## src/rtl/spi_master_ctrl.sv

```systemverilog
// Single-channel SPI master: one frame per valid/ready handshake, any CPOL/CPHA mode.
// Define SPI_MASTER_CTRL_BURST_EN to chain frames back-to-back without releasing ss_n.
module spi_master_ctrl #(
    parameter int unsigned DATA_W   = 8,
    parameter int unsigned CLK_DIV  = 4,
    parameter int unsigned SS_SETUP = 2,
    parameter int unsigned SS_HOLD  = 2
) (
    input  logic              clk,
    input  logic              rst,
    input  logic              cpol,
    input  logic              cpha,
    input  logic [DATA_W-1:0] tx_data,
    input  logic              tx_valid,
    output logic              tx_ready,
    output logic [DATA_W-1:0] rx_data,
    output logic              rx_valid,
    output logic              busy,
    output logic              sclk,
    output logic              mosi,
    input  logic              miso,
    output logic              ss_n
);
    localparam int unsigned DIV_W  = $clog2(CLK_DIV + 1);
    localparam int unsigned EDGE_W = $clog2(2 * DATA_W);
    localparam int unsigned CNT_W  = 4;

    typedef enum logic [1:0] {StIdle, StSetup, StXfer, StHold} state_e;

    state_e            state_q, state_d;
    logic              run_q;
    logic              cpol_q, cpol_d;
    logic              cpha_q, cpha_d;
    logic [DIV_W-1:0]  div_q, div_d;
    logic [EDGE_W-1:0] edge_q, edge_d;
    logic [CNT_W-1:0]  cnt_q, cnt_d;
    logic [DATA_W-1:0] tx_sh_q, tx_sh_d;
    logic [DATA_W-1:0] rx_sh_q, rx_sh_d;
    logic [DATA_W-1:0] rx_data_q, rx_data_d;
    logic              rx_valid_q, rx_valid_d;
    logic              sclk_q, sclk_d;
    logic              mosi_q, mosi_d;
    logic              ss_n_q, ss_n_d;

    logic stall;
    logic half_end;
    logic last_edge;
    logic burst_slot;
    logic accept;
    logic sample_edge;

    assign half_end  = (state_q == StXfer) && !stall && (div_q == DIV_W'(CLK_DIV - 1));
    assign last_edge = half_end && (edge_q == EDGE_W'(2 * DATA_W - 1));
    // edge_q counts edges already produced, so an even count means the next edge is leading.
    assign sample_edge = (edge_q[0] == cpha_q);

    assign tx_ready = run_q && ((state_q == StIdle) || burst_slot);
    assign accept   = tx_valid && tx_ready;

`ifdef SPI_MASTER_CTRL_BURST_EN
    logic restart_q, restart_d;

    // One idle divider cycle after a chained accept keeps frame spacing at 2*DATA_W*CLK_DIV+1.
    assign stall      = restart_q;
    assign burst_slot = last_edge;

    always_ff @(posedge clk or posedge rst) begin
        if (rst) begin
            restart_q <= 1'b0;
        end else begin
            restart_q <= restart_d;
        end
    end
`else
    assign stall      = 1'b0;
    assign burst_slot = 1'b0;
`endif

    always_comb begin
        state_d    = state_q;
        cpol_d     = cpol_q;
        cpha_d     = cpha_q;
        div_d      = div_q;
        edge_d     = edge_q;
        cnt_d      = cnt_q;
        tx_sh_d    = tx_sh_q;
        rx_sh_d    = rx_sh_q;
        rx_data_d  = rx_data_q;
        rx_valid_d = 1'b0;
        sclk_d     = sclk_q;
        mosi_d     = mosi_q;
        ss_n_d     = ss_n_q;
`ifdef SPI_MASTER_CTRL_BURST_EN
        restart_d  = 1'b0;
`endif

        unique case (state_q)
            StIdle: begin
                sclk_d = cpol_q;
                if (accept) begin
                    cpol_d = cpol;
                    cpha_d = cpha;
                    sclk_d = cpol;
                    ss_n_d = 1'b0;
                    if (!cpha) begin
                        mosi_d  = tx_data[DATA_W-1];
                        tx_sh_d = tx_data << 1;
                    end else begin
                        tx_sh_d = tx_data;
                    end
                    cnt_d   = '0;
                    state_d = StSetup;
                end
            end

            StSetup: begin
                if (cnt_q == CNT_W'(SS_SETUP - 1)) begin
                    div_d   = '0;
                    edge_d  = '0;
                    state_d = StXfer;
                end else begin
                    cnt_d = cnt_q + 1'b1;
                end
            end

            StXfer: begin
                if (half_end) begin
                    div_d  = '0;
                    sclk_d = ~sclk_q;
                    edge_d = edge_q + 1'b1;
                    if (sample_edge) begin
                        rx_sh_d = {rx_sh_q[DATA_W-2:0], miso};
                    end else if (!last_edge) begin
                        mosi_d  = tx_sh_q[DATA_W-1];
                        tx_sh_d = tx_sh_q << 1;
                    end
                    if (last_edge) begin
`ifdef SPI_MASTER_CTRL_BURST_EN
                        if (accept) begin
                            edge_d     = '0;
                            restart_d  = 1'b1;
                            rx_valid_d = 1'b1;
                            rx_data_d  = rx_sh_d;
                            if (!cpha_q) begin
                                mosi_d  = tx_data[DATA_W-1];
                                tx_sh_d = tx_data << 1;
                            end else begin
                                tx_sh_d = tx_data;
                            end
                        end else begin
                            cnt_d   = '0;
                            state_d = StHold;
                        end
`else
                        cnt_d   = '0;
                        state_d = StHold;
`endif
                    end
                end else if (!stall) begin
                    div_d = div_q + 1'b1;
                end
            end

            StHold: begin
                if (cnt_q == CNT_W'(SS_HOLD - 1)) begin
                    ss_n_d     = 1'b1;
                    rx_valid_d = 1'b1;
                    rx_data_d  = rx_sh_q;
                    state_d    = StIdle;
                end else begin
                    cnt_d = cnt_q + 1'b1;
                end
            end
        endcase
    end

    always_ff @(posedge clk or posedge rst) begin
        if (rst) begin
            state_q    <= StIdle;
            run_q      <= 1'b0;
            cpol_q     <= 1'b0;
            cpha_q     <= 1'b0;
            div_q      <= '0;
            edge_q     <= '0;
            cnt_q      <= '0;
            tx_sh_q    <= '0;
            rx_sh_q    <= '0;
            rx_data_q  <= '0;
            rx_valid_q <= 1'b0;
            sclk_q     <= 1'b0;
            mosi_q     <= 1'b0;
            ss_n_q     <= 1'b1;
        end else begin
            state_q    <= state_d;
            run_q      <= 1'b1;
            cpol_q     <= cpol_d;
            cpha_q     <= cpha_d;
            div_q      <= div_d;
            edge_q     <= edge_d;
            cnt_q      <= cnt_d;
            tx_sh_q    <= tx_sh_d;
            rx_sh_q    <= rx_sh_d;
            rx_data_q  <= rx_data_d;
            rx_valid_q <= rx_valid_d;
            sclk_q     <= sclk_d;
            mosi_q     <= mosi_d;
            ss_n_q     <= ss_n_d;
        end
    end

    assign busy     = (state_q != StIdle);
    assign rx_data  = rx_data_q;
    assign rx_valid = rx_valid_q;
    assign sclk     = sclk_q;
    assign mosi     = mosi_q;
    assign ss_n     = ss_n_q;

endmodule

```

## config.mk

```make
export PLATFORM = sky130hd
export DESIGN_NAME = spi_master_ctrl
export DESIGN_NICKNAME = d
export VERILOG_FILES = /design/src/rtl/spi_master_ctrl.sv
export SDC_FILE = /design/constraint.sdc
export NUM_CORES = 1
export LEC_CHECK = 0
export ABC_AREA = 1
export CORE_UTILIZATION = 40
export CTS_CLUSTER_DIAMETER = 150
export CTS_CLUSTER_SIZE = 10
export DETAILED_ROUTE_END_ITERATION = 12
export GPL_TIMING_DRIVEN = 0
export PLACE_DENSITY_LB_ADDON = 0.05
export SYNTH_ARGS = -nofsm -noshare
export SYNTH_HDL_FRONTEND = slang
export SYNTH_SLANG_ARGS = --single-unit
```

## constraint.sdc

```tcl
create_clock -name clk -period 2.1 [get_ports clk]
set_input_delay 0.42 -clock clk [delete_from_list [all_inputs] [get_ports clk]]
set_output_delay 0.42 -clock clk [all_outputs]
set_load 0.01 [all_outputs]
```

==> results.toml, run 1 <==
[sta]
max_freq_mhz = 525
slew_viol_final = 0
fin_crit_sh_pct = 90.7
hold_viol = 0
min_period_ns = 1.90
setup_tns_ns = 0
rsz0062_at_grt = "false"
fin_skew_ns = 0.00480
setup_viol = 0

[global_routing]
antenna_found_initial = 0
gr-total-overflow = 0
grt_pass1_vias = 1865
track_usage_pct = 17.9
grt_pass1_wl_microns = 8590
grt_max_degree = 25

[floorplanning]
dieArea_sq_mm = 0.00619
row_count = 27
die_x_microns = 78.7
core_sq_mm = 0.00557
die_h_microns = 78.7
ioPinCount = 28
initial_core_util_pct = 42.2

[drt]
firstDrtPassIters = 4
drtAntennaViolNets = 0
via_count = 1902
drt-initial-drc-count = 94
post-route-drc-count = 0
via_per_inst = 4.82
wl_per_cell_microns = 12.1
wl_microns = 4770

[synthesis]
yosysMostFrequentCell = "nand2_1"
yosys_warnings = 0
synth.top_cell.area_share_pct = 45.8
synth_fp_nets = 307
synth_seq_area_share_pct = 46.9
ys.flop_type = "dfrtp_1"
netlist_area_sq_mm = 0.00235
synth_top_area_cell = "dfrtp_1"
synth_cell_types = 30
synth_edf_count = 0
ys_ff_latch = 44
synth_area_leaders = "dfrtp_1 (46%), nand2_1 (15%), o21ai_0 (6.0%)"
syn_area_per_cell_sq_um = 8.25
synth_cells = 285
synthArstFlopShare_pct = 100
synth_common_cells = "nand2_1 (93), dfrtp_1 (43), inv_1 (30)"

[worst_hold_path]
min_path_type = "primary input to asynchronous set/reset pin"

[outcome]
status = "finished clean"

[clocking]
clk_pin_slew_ns = 0.09
cts_made_buffers = 5
clk_path_buf_depth = 2
cts_num_sinks = 44
root_buffer = "clkbuf_8"
cts_tree = "built"
ctsHoldBuffers = 0
clk_latency_ns = 0.30
cts_htree_levels = 2

[critical_path]
crit_arrival_ns = 1.48
start_kind = "flip-flop"
critPathMaxFanout = 8
cp-end-kind = "output pin"
worstSetupPathType = "flip-flop to output pin"
required_ns = 1.68

[finish]
num-nets-final = 344
final-seq-area_sq_mm = 0.00110
syn_to_final_growth_pct = 20.4
multi_input_area_sq_mm = 0.00108
n_antenna_cell = 0
fill_cells = 573
post-route-cell-area_sq_mm = 0.00283
fin_util_pct = 50.8
layout-drive-gt1-share_pct = 13.6

[pwr]
total_power_w = 0.00336
vdd_ir_drop_max_uv = 473
p_leak_nw = 1.35
p_per_area_mw_per_mm2 = 1190

[placement]
routabilityCongestion = 0.715
dp_hpwl_microns = 3430
port-buffer-count = 27
placed_area_sq_mm = 0.00273

[flow_run]
drv_cap = 0
[cell usage in the layout, fill, tap and decap left out, types with 2 or more instances in the layout]
cell and n:
buf_2 2, nor2_1 15, nand2_2 5, buf_6 3, inv_1 29, nand3_1 13, dfrtp_1 43, clkbuf_8 5
o21ai_0 28, or2_2 3, buf_4 2, dlygate4sd2_1 2, o21ai_2 7, clkbuf_1 2, a31oi_1 4, nand2_1 93
clkinv_2 2, a21oi_1 8, nand3_4 3, clkdlybuf4s50_1 25, ha_1 8, o21ai_1 2, nand4_1 4
[critical path: stages (launching register included)]
cell and delay [ns]:
dfrtp_1 0.39, inv_1 0.11, ha_1 0.17, buf_6 0.14, nand2_1 0.06, inv_1 0.05, dlygate4sd2_1 0.26
[area by class of cell]
type	instances	area share (%)
multi-input cells	203	38.1
flip-flops and latches	44	38.9
well taps	72	3.18
clock buffers	5	2.43
clock inverters	3	0.663
plain buffers	7	1.81
repair buffers	30	10.7
inverters	31	4.20
[per-stage QoR]
step                      instances  worst slack (ns)  hold slack [ns]
after global placement          384            -0.371            0.457
final                           395             0.195            0.450
after global routing            395            0.0639            0.502
after CTS                       395             0.188            0.467
after floorplan                 285             0.639            0.442
after detailed placement        385             0.213            0.469
[worst paths after layout]
check	slack (ns)	cells after the start	endpoint	from
worst max-delay path	0.20	6	tx_ready	state_q[0]
worst min-delay path	0.45	2	run_q	rst
worst max register to register	0.46	9	edge_q[2]	state_q[0]
worst min register to register	0.49	2	cpol_q	cpol_q
max in group asynchronous	1.08	3	ss_n	rst
min in group clk	0.49	2	cpol_q	cpol_q
[layer usage]
| layer | GRT usage (%) | vias up | share of wire [%] |
|---|---|---|---|
| met5 | 0 | - | 0 |
| met4 | 6.11 | 0 | 1.5 |
| met3 | 3.72 | 8 | 2.8 |
| met2 | 25.7 | 21 | 42 |
| met1 | 26.5 | 880 | 54 |
| li1 | - | 993 | - |
[state kept, by name (all words and copies together) (netlist names), 2 cells and up]
name,count
div_q,3
rx_sh_q,8
cnt_q,4
tx_sh_q,8
state_q,2
rx_data,8
edge_q,4
[where the power goes]
part           internal (W)  total [W]  switching (W)
Combinational      0.000610    0.00162        0.00101
Clock              0.000232   0.000540       0.000308
Sequential          0.00108    0.00121       0.000125
[logic make-up after synthesis]
logic type      share of synthesized area, %
flops                                   46.9
simple gates                            27.9
buf+inv                                 7.24
xor+xnor                               0.373
fa+ha+maj                               4.26
compound gates                          13.1
other cells                            0.160
[timing repair]
action / in CTS / in global routing
setup endpoints to repair: 2 / 0
setup buffers: 2 / 0
resized for setup: 2 / 0
Note: power is estimated with default switching activity, not from simulation.
==> inputs of run 2 (changes only) <==
--- a/config.mk
+++ b/config.mk
@@ -6,12 +6,14 @@
 export NUM_CORES = 1
 export LEC_CHECK = 0
 export ABC_AREA = 1
+export CORE_MARGIN = 4
 export CORE_UTILIZATION = 40
 export CTS_CLUSTER_DIAMETER = 150
 export CTS_CLUSTER_SIZE = 10
 export DETAILED_ROUTE_END_ITERATION = 12
 export GPL_TIMING_DRIVEN = 0
 export PLACE_DENSITY_LB_ADDON = 0.05
+export RECOVER_POWER = 50
 export SYNTH_ARGS = -nofsm -noshare
 export SYNTH_HDL_FRONTEND = slang
 export SYNTH_SLANG_ARGS = --single-unit
==> results.toml, run 2 (synthesis results as in run 1) <==
[placement]
port-buffer-count = 27
dp_hpwl_microns = 3490
preCtsSetupSlack_ns = 0.204
dpl.cell_count = 385
routabilityCongestion = 0.795

[finish]
final-seq-area_sq_mm = 0.00110
layout_common_cells = "nand2_1 (94), dfrtp_1 (43), inv_1 (30), o21ai_0 (29), clkdlybuf4s50_1 (24)"
multi_input_area_sq_mm = 0.00106
n_antenna_cell = 0
stdcell_count = 395
fin_util_pct = 50.4
fill_cells = 578
layout-drive-gt1-share_pct = 12.4
syn_to_final_growth_pct = 20.3
final_common_cell = "nand2_1"
num-nets-final = 344

[critical_path]
critPathMaxFanout = 8
path_cells = "inv_1 -> ha_1 -> buf_6 -> nand2_1 -> inv_1 -> dlygate4sd2_1"
start_kind = "flip-flop"
cp-end-kind = "output pin"
cpPeakStageDelay_ns = 0.41
required_ns = 1.68
timing.critical_path.mode_cell = "inv_1"
worstSetupPathType = "flip-flop to output pin"
slowest_stage = "dfrtp_1"
crit_arrival_ns = 1.49

[clocking]
clk_pin_slew_ns = 0.09
clk_latency_ns = 0.30
root_buffer = "clkbuf_8"
cts_made_buffers = 5
cts_num_sinks = 44
cts_tree = "built"
clk_path_buf_depth = 2
cts_htree_levels = 2
ctsHoldBuffers = 0

[sta]
min_period_ns = 1.91
fin_hold_ws_ns = 0.445
fin_crit_sh_pct = 91.1
setup_ws_ns = 0.187
slew_viol_final = 0
setup_tns_ns = 0
fin_skew_ns = 0.00483
rsz0062_at_grt = "false"
worst_pin_slew_ns = 0.996
setup_viol = 0
max_freq_mhz = 523
hold_viol = 0
maxSlewHeadroom_pct = 33.6

[floorplanning]
ioPinCount = 28
die_x_microns = 84.7
die_h_microns = 84.7
core_sq_mm = 0.00561
dieArea_sq_mm = 0.00717
initial_core_util_pct = 41.9
row_count = 27

[flow_run]
drv_cap = 0

[pwr]
combPwrFrac_pct = 45.9
sequentialPowerShare_pct = 34.9
clockPowerShare_pct = 19.2
p_per_area_mw_per_mm2 = 1230
power.switching_w = 0.00144
vdd_ir_drop_max_uv = 526
swShare_pct = 41.3
p_leak_nw = 1.35
intPower_w = 0.00204

[global_routing]
grt_pass1_vias = 1790
antenna_found_initial = 0
grt_max_degree = 40
grt_pass1_wl_microns = 8370
gr-total-overflow = 0
track_usage_pct = 14.3

[drt]
firstDrtPassIters = 4
drtAntennaViolNets = 0
drt-initial-drc-count = 107
post-route-drc-count = 0
via_count = 1908
wl_per_cell_microns = 12.4
via_per_inst = 4.83
wl_microns = 4900

[outcome]
status = "finished clean"

[worst_hold_path]
min_path_type = "primary input to asynchronous set/reset pin"
run 2: layer usage:
layer	part of all wire (%)	global-route usage (%)
met2	44	21.7
met4	1.1	3.88
met1	52	20.0
met3	3.1	4.02
met5	0	0
run 2: through the flow:
stage | power (W) | instance area, sq um
6_report | 0.00348 | 2830
5_1_grt | 0.00379 | 2830
4_1_cts | 0.00355 | 2860
3_5_place_dp | 0.00285 | 2730
3_3_place_gp | 0.00283 | 2710
2_1_floorplan | 0.00238 | 2350
run 2: final cells by class:
type                    count  share of cell area, %
clock buffers               5                   2.43
clock inverters             3                   1.68
repair buffers             30                   10.2
well taps                  72                   3.18
inverters                  31                   4.20
plain buffers               7                   1.77
multi-input cells         203                   37.6
flip-flops and latches     44                   39.0
run 2: what timing repair did:
action,CTS,global route
resized for setup,2,0
endpoints found under the setup margin,2,0
buffers inserted,2,0
run 2: path summary, 6_finish.rpt:
kind	from	endpoint	slack [ns]	cells past startpoint
worst min register to register	rx_sh_q[7]	rx_data[7]	0.48	2
worst max-delay path	state_q[0]	tx_ready	0.19	6
worst max register to register	state_q[0]	mosi	0.27	9
max in group asynchronous	rst	rx_sh_q[7]	0.44	3
min in group clk	rx_sh_q[7]	rx_data[7]	0.48	2
worst min-delay path	rst	rx_data[0]	0.45	2
run 2: worst max-delay path: cells and delay by family, from the launching register on:
family                     cells  cell delay, ns
adders and majority gates      1            0.17
buffers and inverters          4            0.55
DFF                            1            0.41
and+or+nand+nor                1            0.06
run 2: power by group through the flow:
stage	Sequential, W	Combinational (W)	Clock, W
4_1_cts	0.00121	0.00164	0.000696
2_1_floorplan	0.00123	0.00116	0
5_1_grt	0.00124	0.00182	0.000728
3_5_place_dp	0.00124	0.00161	0
3_3_place_gp	0.00123	0.00159	0
6_report	0.00122	0.00160	0.000668
==> inputs of run 3 (changes only) <==
--- a/config.mk
+++ b/config.mk
@@ -5,8 +5,8 @@
 export SDC_FILE = /design/constraint.sdc
 export NUM_CORES = 1
 export LEC_CHECK = 0
-export ABC_AREA = 1
-export CORE_MARGIN = 4
+export ABC_CLOCK_PERIOD_IN_PS = 2100
+export CORE_MARGIN = 1.5
 export CORE_UTILIZATION = 40
 export CTS_CLUSTER_DIAMETER = 150
 export CTS_CLUSTER_SIZE = 10
==> results.toml, run 3 <==
[outcome]
status = "finished clean"

[clocking]
ctsHoldBuffers = 0
clk_path_buf_depth = 2
root_buffer = "clkbuf_8"
cts_num_sinks = 44
clk_latency_ns = 0.30
clk_pin_slew_ns = 0.08
cts_tree = "built"
cts_made_buffers = 5
cts_htree_levels = 2

[pwr]
p_leak_nw = 1.25
intPower_w = 0.00124
swShare_pct = 21.0
power.switching_w = 0.000329
clockPowerShare_pct = 41.0
vdd_ir_drop_max_uv = 339
combPwrFrac_pct = 4.1
p_per_area_mw_per_mm2 = 587
sequentialPowerShare_pct = 54.9

[sta]
rsz0062_at_grt = "false"
fin_skew_ns = 0.00464
slew_viol_final = 0
fin_hold_ws_ns = 0.505
setup_viol = 0
hold_viol = 0
max_freq_mhz = 500
setup_ws_ns = 0.0992
min_period_ns = 2.00
maxSlewHeadroom_pct = 51.5
worst_pin_slew_ns = 0.728
fin_crit_sh_pct = 95.3

[critical_path]
critPathMaxFanout = 6
start_kind = "flip-flop"
worstSetupPathType = "flip-flop to flip-flop"
crit_arrival_ns = 2.24
cp-end-kind = "flip-flop"
required_ns = 2.34

[drt]
via_count = 1556
wl_microns = 4470
wl_per_cell_microns = 14.9
firstDrtPassIters = 4
drtAntennaViolNets = 0
post-route-drc-count = 0
via_per_inst = 5.19
drt-initial-drc-count = 117

[synthesis]
ys_ff_latch = 44
synth_edf_count = 0
syn_area_per_cell_sq_um = 11.3
synth.top_cell.area_share_pct = 49.7
synth_area_leaders = "dfrtp_1 (50%), mux2_2 (16%), ha_1 (4.6%)"
synth_common_cells = "dfrtp_1 (43), mux2_2 (30), nand2_1 (20)"
synth_cell_types = 40
ys.flop_type = "dfrtp_1"
synthArstFlopShare_pct = 100
synth_fp_nets = 214
synth_seq_area_share_pct = 50.9
yosys_warnings = 0
synth_top_area_cell = "dfrtp_1"
yosysMostFrequentCell = "dfrtp_1"
netlist_area_sq_mm = 0.00217
synth_cells = 192

[placement]
routabilityCongestion = 0.772
preCtsSetupSlack_ns = -0.286
dp_hpwl_microns = 3170
dpl.cell_count = 289
port-buffer-count = 26

[finish]
syn_to_final_growth_pct = 23.3
layout-drive-gt1-share_pct = 22.6
final_common_cell = "dfrtp_1"
fin_util_pct = 51.6
layout_common_cells = "dfrtp_1 (43), mux2_2 (29), clkdlybuf4s50_1 (20), nand2_1 (19), o21ai_0 (12)"
stdcell_count = 300
n_antenna_cell = 0
fill_cells = 450
num-nets-final = 251

[flow_run]
drv_cap = 0

[worst_hold_path]
min_path_type = "flip-flop to flip-flop"

[global_routing]
grt_pass1_vias = 1722
busiest_layer = "met2"
met1_usage_pct = 22.0
grt_max_degree = 30
gr-total-overflow = 0
gr-usage-met3_pct = 3.83
grtUsageMet2_pct = 29.4
antenna_found_initial = 0
track_usage_pct = 17.4
grt_pass1_wl_microns = 8150

[floorplanning]
ioPinCount = 28
row_count = 26
core_sq_mm = 0.00517
die_x_microns = 76.6
die_h_microns = 76.6
dieArea_sq_mm = 0.00587
initial_core_util_pct = 41.9
## run 3: layout make-up
class | instances | area, sq um | area share (%)
clock inverters | 3 | 42.5 | 1.59
inverters | 7 | 26.3 | 0.984
flip-flops and latches | 44 | 1100 | 41.3
plain buffers | 8 | 38.8 | 1.45
repair buffers | 30 | 285 | 10.7
well taps | 70 | 87.6 | 3.28
multi-input cells | 133 | 1020 | 38.2
clock buffers | 5 | 68.8 | 2.58
## run 3: worst max-delay path: stages (launching register included)
cell and delay [ns]:
dfrtp_1 0.42, inv_1 0.10, ha_1 0.14, or3b_1 0.33, clkbuf_2 0.18, a21o_1 0.20, or4b_1 0.46, nand3_1 0.10
## run 3: path summary, 6_finish.rpt
path	from	to	slack (ns)	cells after the start
worst max-delay path	cnt_q[1]	edge_q[0]	0.1	7
worst min-delay path	div_q[1]	div_q[1]	0.51	2
worst max register to register	cnt_q[1]	edge_q[0]	0.1	7
worst min register to register	div_q[1]	div_q[1]	0.51	2
max in group asynchronous	rst	rx_sh_q[4]	0.34	3
min in group asynchronous	rst	tx_sh_q[1]	0.64	2
## run 3: metrics by stage
| step | total power, W | instance area (sq um) | TNS [ns] |
|---|---|---|---|
| 3_5_place_dp | 0.000947 | 2530 | -3.90 |
| 5_1_grt | 0.00164 | 2670 | 0 |
| 6_report | 0.00157 | 2670 | 0 |
| 3_3_place_gp | 0.000939 | 2510 | -12.72 |
| 2_1_floorplan | 0.000906 | 2170 | 0 |
| 4_1_cts | 0.00160 | 2680 | 0 |
## run 3: power by group through the flow
stage / clock network [W] / logic, W / registers, W
floorplan: 0 / 0.0000316 / 0.000875
global placement: 0 / 0.0000623 / 0.000877
detailed placement: 0 / 0.0000699 / 0.000877
CTS: 0.000671 / 0.0000701 / 0.000860
global route: 0.000704 / 0.0000726 / 0.000862
finish: 0.000643 / 0.0000638 / 0.000861
## run 3: cell families after synthesis
| group | Yosys count | synth area share [%] |
|---|---|---|
| adders and majority gates | 8 | 4.62 |
| and+or+nand+nor | 51 | 11.3 |
| muxes | 39 | 19.7 |
| AOI/OAI and AO/OA | 32 | 9.70 |
| xor gates and xnor gates | 2 | 0.808 |
| other | 1 | 0.173 |
| buffers and inverters | 15 | 2.77 |
| DFF | 44 | 50.9 |
## run 3: what timing repair did
action,in CTS,in global routing
gates resized for setup,7,8
pin swaps,1,0
setup endpoints to repair,28,13
buffers inserted,3,0
## run 3: metal layers
layer	wire [microns]	vias to the layer above
li1	-	753
met1	2050	772
met2	2230	24
met3	128	7
met4	64	0
met5	0	-
